### src/rtl/mem_port_arbiter.sv
// Shares one memory port between instruction fetch and load/store.
// Load/store has priority; a starvation counter and a response watchdog back it up.
module mem_port_arbiter #(
   parameter int ADDR_W       = 32,
   parameter int DATA_W       = 32,
   parameter int STARVE_LIMIT = 4,
   parameter int TIMEOUT      = 255
) (
   input  logic              clk,
   input  logic              reset,
   input  logic              i_if_addr_valid,
   input  logic [ADDR_W-1:0] i_if_addr,
   output logic              o_if_mem_valid,
   output logic [DATA_W-1:0] o_if_mem_data,
   input  logic              i_ls_addr_valid,
   input  logic              i_ls_we,
   input  logic [ADDR_W-1:0] i_ls_addr,
   input  logic [DATA_W-1:0] i_ls_wdata,
   output logic              o_ls_mem_valid,
   output logic [DATA_W-1:0] o_ls_mem_data,
   output logic              o_mem_addr_valid,
   output logic              o_mem_we,
   output logic [ADDR_W-1:0] o_mem_addr,
   output logic [DATA_W-1:0] o_mem_wdata,
   input  logic              i_mem_valid,
   input  logic [DATA_W-1:0] i_mem_data,
   output logic              o_busy,
   output logic              o_timeout
);

   typedef enum logic [1:0] {
      S_IDLE,
      S_GNT_IF,
      S_GNT_LS
   } state_t;

   localparam logic [7:0] LP_STARVE = 8'(STARVE_LIMIT);
   localparam logic [7:0] LP_TMO    = 8'(TIMEOUT);

   state_t            r_state;
   state_t            w_next;
   logic              w_gnt_if;
   logic              w_gnt_ls;
   logic [ADDR_W-1:0] r_addr;
   logic              r_we;
   logic [DATA_W-1:0] r_wdata;
   logic [7:0]        r_starve;
   logic [7:0]        r_wait;
   logic [7:0]        w_wait_nxt;
   logic              r_timeout;

   // State register
   always_ff @(posedge clk) begin
      if (reset) r_state <= S_IDLE;
      else       r_state <= w_next;
   end

   // Arbitration and next-state; grants only leave IDLE, responses return to it
   always_comb begin
      w_next   = r_state;
      w_gnt_if = 1'b0;
      w_gnt_ls = 1'b0;
      unique case (r_state)
         S_IDLE: begin
            if (i_ls_addr_valid &&
                (!i_if_addr_valid || r_starve != LP_STARVE)) begin
               w_gnt_ls = 1'b1;
               w_next   = S_GNT_LS;
            end else if (i_if_addr_valid) begin
               w_gnt_if = 1'b1;
               w_next   = S_GNT_IF;
            end
         end
         S_GNT_IF, S_GNT_LS: begin
            if (i_mem_valid) w_next = S_IDLE;
         end
         default: w_next = S_IDLE;
      endcase
   end

   // Saturating watchdog increment; o_timeout rises together with wait == TIMEOUT
   always_comb begin
      w_wait_nxt = r_wait;
      if (r_wait != LP_TMO) w_wait_nxt = r_wait + 8'd1;
   end

   // Latched request, starvation counter and watchdog
   always_ff @(posedge clk) begin
      if (reset) begin
         r_addr    <= '0;
         r_we      <= 1'b0;
         r_wdata   <= '0;
         r_starve  <= '0;
         r_wait    <= '0;
         r_timeout <= 1'b0;
      end else if (w_gnt_if) begin
         r_addr   <= i_if_addr;
         r_we     <= 1'b0;
         r_wdata  <= '0;
         r_wait   <= '0;
         r_starve <= '0;
      end else if (w_gnt_ls) begin
         r_addr  <= i_ls_addr;
         r_we    <= i_ls_we;
         r_wdata <= i_ls_we ? i_ls_wdata : '0;
         r_wait  <= '0;
         if (!i_if_addr_valid)
            r_starve <= '0;
         else if (r_starve != LP_STARVE)
            r_starve <= r_starve + 8'd1;
      end else if (r_state != S_IDLE) begin
         if (i_mem_valid) begin
            r_addr  <= '0;
            r_we    <= 1'b0;
            r_wdata <= '0;
         end else begin
            r_wait <= w_wait_nxt;
            if (w_wait_nxt == LP_TMO) r_timeout <= 1'b1;
         end
      end
   end

   // Responses pass straight through to the granted port only
   always_comb begin
      o_if_mem_valid = 1'b0;
      o_if_mem_data  = '0;
      o_ls_mem_valid = 1'b0;
      o_ls_mem_data  = '0;
      if (r_state == S_GNT_IF && i_mem_valid) begin
         o_if_mem_valid = 1'b1;
         o_if_mem_data  = i_mem_data;
      end
      if (r_state == S_GNT_LS && i_mem_valid) begin
         o_ls_mem_valid = 1'b1;
         o_ls_mem_data  = i_mem_data;
      end
   end

   assign o_mem_addr_valid = (r_state != S_IDLE);
   assign o_busy           = (r_state != S_IDLE);
   assign o_mem_we         = r_we;
   assign o_mem_addr       = r_addr;
   assign o_mem_wdata      = r_wdata;
   assign o_timeout        = r_timeout;

endmodule

### config.mk
export PLATFORM = sky130hd
export DESIGN_NAME = mem_port_arbiter
export DESIGN_NICKNAME = d
export VERILOG_FILES = /design/src/rtl/mem_port_arbiter.sv
export SDC_FILE = /design/constraint.sdc
export NUM_CORES = 1
export LEC_CHECK = 0
export ABC_CLOCK_PERIOD_IN_PS = 1900
export BUFFER_PORTS_ARGS = -buffer_cell sky130_fd_sc_hd__buf_2
export CAP_MARGIN = 20
export CELL_PAD_IN_SITES_DETAIL_PLACEMENT = 0
export CELL_PAD_IN_SITES_GLOBAL_PLACEMENT = 1
export CORE_UTILIZATION = 29
export CTS_CLUSTER_SIZE = 20
export DETAILED_ROUTE_END_ITERATION = 12
export PLACE_DENSITY = 0.85
export SLEW_MARGIN = 20
export SYNTH_ARGS = -nofsm -noshare
export SYNTH_HDL_FRONTEND = slang
export SYNTH_SLANG_ARGS = --single-unit
export TNS_END_PERCENT = 100
### constraint.sdc
create_clock -name clk -period 1.9 [get_ports clk]
set_input_delay 0.285 -clock clk [delete_from_list [all_inputs] [get_ports clk]]
set_output_delay 0.285 -clock clk [all_outputs]
set_load 0.05 [all_outputs]
==> results.cfg <==
[final_layout]
layout_commonest_cell = buf_2
seqCellArea_um2 = 1680
stdcell_area_um2 = 6410
area_growth_pct = 48.0
fill_cells = 1458
drive_gt1_share_pct = 40.8
fin_nets = 920
final_util_pct = 44.1
multi_input_area_um2 = 2370
final_cell_mix = buf_2, dfxtp_1, nand3_1
num_antenna_cells = 0

[synth]
ys_warn_count = 0
yosysSeqAreaShare_pct = 38.8
ys_ff_latch = 84
ys_types = 45
synthMuxAreaShare_pct = 0.231
syn_nets = 676
syn_area_per_cell_um2 = 8.08
synth_area_um2 = 4330
synth_edf_count = 0
async_flop_share_pct = 0
netlist_instances = 536
synth_fa_ha_area_share_pct = 1.73
synth-compound-area-share_pct = 19.5
synth_top_family_by_area = simple AND/OR/NAND/NOR gates
synthFlopType = dfxtp_1
yosys.area_share.simple_pct = 30.5
synth_xor_area_share_pct = 1.82

[min_path]
hold_path_class = primary input to register

[sta]
timing_worst_slew_pin_value_ps = 578
hold_violations = 0
finalCritPeriodShare_pct = 96.3
rsz0062_at_grt = true
slew_headroom_pct = 61.5
whs_ps = 201
postLayoutSetupSlackWorst_ps = 70.3
fin_skew_ps = 5.93
report.final.slew_viol_count = 0
setup_viol = 0
clock.fmax_ghz = 0.547
fin_tns_setup_ps = 0
fin_crit_ps = 1830

[detailed_routing]
postRouteAntennaNets = 0
vias = 4992
drc = 0
wl_um = 15600
wl_per_cell_um = 16.1
viasPerCell = 5.16
dr.first_iter.drc_count = 227
dr.pass1.iters = 4

[worst_setup_path]
end_kind = output pin
cp_data_required_time_ps = 1620
cp_slowest_cell = dfxtp_2
cp_top_family = buffers and inverters
cp_num_buf_inv = 3
crit_type = register to output pin
start_kind = register
critical_path_peak_fanout = 33
slowest_delay_ps = 340
crit_chain = inv_1 -> ha_1 -> buf_12 -> and3_1 -> clkbuf_4
arrival_ps = 1540

[floorplan]
die_w_um = 124
rows = 44
core_area_um2 = 14500
ios = 268
fp.dieH_um = 124
dieArea_um2 = 15400
initial_core_util_pct = 29.8

[placed_design]
numPortBuffers = 267
dp_slack_ps = 64.4
post-dp-hpwl_um = 11100
place.gp.congestion = 0.803
place_area_um2 = 5920

[cts]
post_cts_buffers = 0
clkTransAtPathRegs_ps = 60
clock-sinks = 84
worstSkewPairLatency_ps = 340
clockRootBuffer = clkbuf_16
holdBufCountCts = 0
cts_tree = done
htree_levels = 3
clk_path_buf_depth = 2
cts_buffers = 9
cts_resized = 5

[global_routing]
antenna_found_initial = 0
grt_pass1_wl_um = 22400
grt_pass1_vias = 4388
overflow = 0
grt_usage_pct = 18.9
grt_max_degree = 52

[power]
p_leak_nw = 3.09
powerDensity_nw_per_um2 = 849
irDropWorstVdd_v = 0.000551

[outcome]
status = finished, final reports clean

[run]
drv_cap = 0
area by class of cell:
cell class,instances,area share (%)
tap,184,3.59
multi-input combinational,386,36.9
timing repair buffer,290,28.0
clock buffer,10,3.73
sequential,84,26.3
inverter,9,0.527
clock inverter,5,0.937
path summary, 6_finish.rpt:
| check | cells past startpoint | from | end | slack [ps] |
|---|---|---|---|---|
| max | 5 | r_state[0] | o_ls_mem_data[9] | 70 |
| min | 3 | i_ls_addr[0] | o_mem_addr[0] | 200 |
| max reg2reg | 5 | r_starve[6] | o_mem_addr[28] | 140 |
| min reg2reg | 2 | o_mem_wdata[9] | o_mem_wdata[9] | 460 |
Yosys cell counts, types with 2 or more instances:
library cell / instances / area share [%]
dfxtp_1: 84 / 39
nand3_1: 69 / 8.0
and3_1: 67 / 9.7
nand2_1: 40 / 3.5
nand4_1: 38 / 5.5
o21ai_0: 35 / 4.0
a31oi_1: 34 / 4.9
clkbuf_1: 33 / 2.9
a21boi_1: 29 / 5.0
nor2_1: 14 / 1.2
buf_2: 12 / 1.4
inv_1: 9 / 0.78
buf_6: 7 / 1.8
xor2_1: 7 / 1.4
a21boi_0: 6 / 1.0
a21oi_1: 6 / 0.69
ha_1: 6 / 1.7
nor3_1: 4 / 0.46
and4_1: 3 / 0.61
clkbuf_2: 3 / 0.35
and2_1: 2 / 0.29
o211ai_1: 2 / 0.35
o21a_1: 2 / 0.35
o21ai_4: 2 / 0.75
xnor2_1: 2 / 0.40
power breakdown:
group          internal (mW)  total [mW]  switching [mW]  leakage (nW)
clock network           1.05        1.78           0.724         0.145
logic                  0.513        1.71            1.20          2.26
registers               1.89        1.95          0.0585         0.687
per-stage QoR:
step                power (mW)  cells
floorplan                 3.13    536
global placement          3.66    953
detailed placement        3.66    953
CTS                       5.47    968
global route              5.69    968
finish                    5.44    968
worst register-to-register path, delay by kind of cell (launching register included):
| kind | cells | cell delay [ps] |
|---|---|---|
| AND/OR/NAND/NOR | 2 | 700 |
| AO/OA/AOI/OAI | 2 | 430 |
| flip-flops | 1 | 330 |
| buffers and inverters | 1 | 220 |
routing by layer:
metal / up-vias / GRT usage, % / routed length (um)
met5: - / 0 / 0
met4: 0 / 6.77 / 299
met3: 19 / 5.22 / 1290
met2: 241 / 33.6 / 7970
met1: 2279 / 21.3 / 6020
li1: 2453 / - / -
flip-flops by register name, summed over array words and instances, names as in the netlist:
name / flops
o_mem_addr: 32
o_mem_we: 1
r_state: 2
r_starve: 8
o_mem_wdata: 32
o_timeout: 1
r_wait: 8
logic make-up (layout without fill, tap and decap cells):
family	count (synthesis)	in the layout
AND/OR/NAND/NOR	244	244
AO/OA/AOI/OAI	126	126
flip-flops	84	84
buffers and inverters	66	314
XOR/XNOR	9	9
adder cells (fa/ha/maj)	6	6
multiplexers	1	1
No activity file was read; power rests on OpenSTA's default activity.
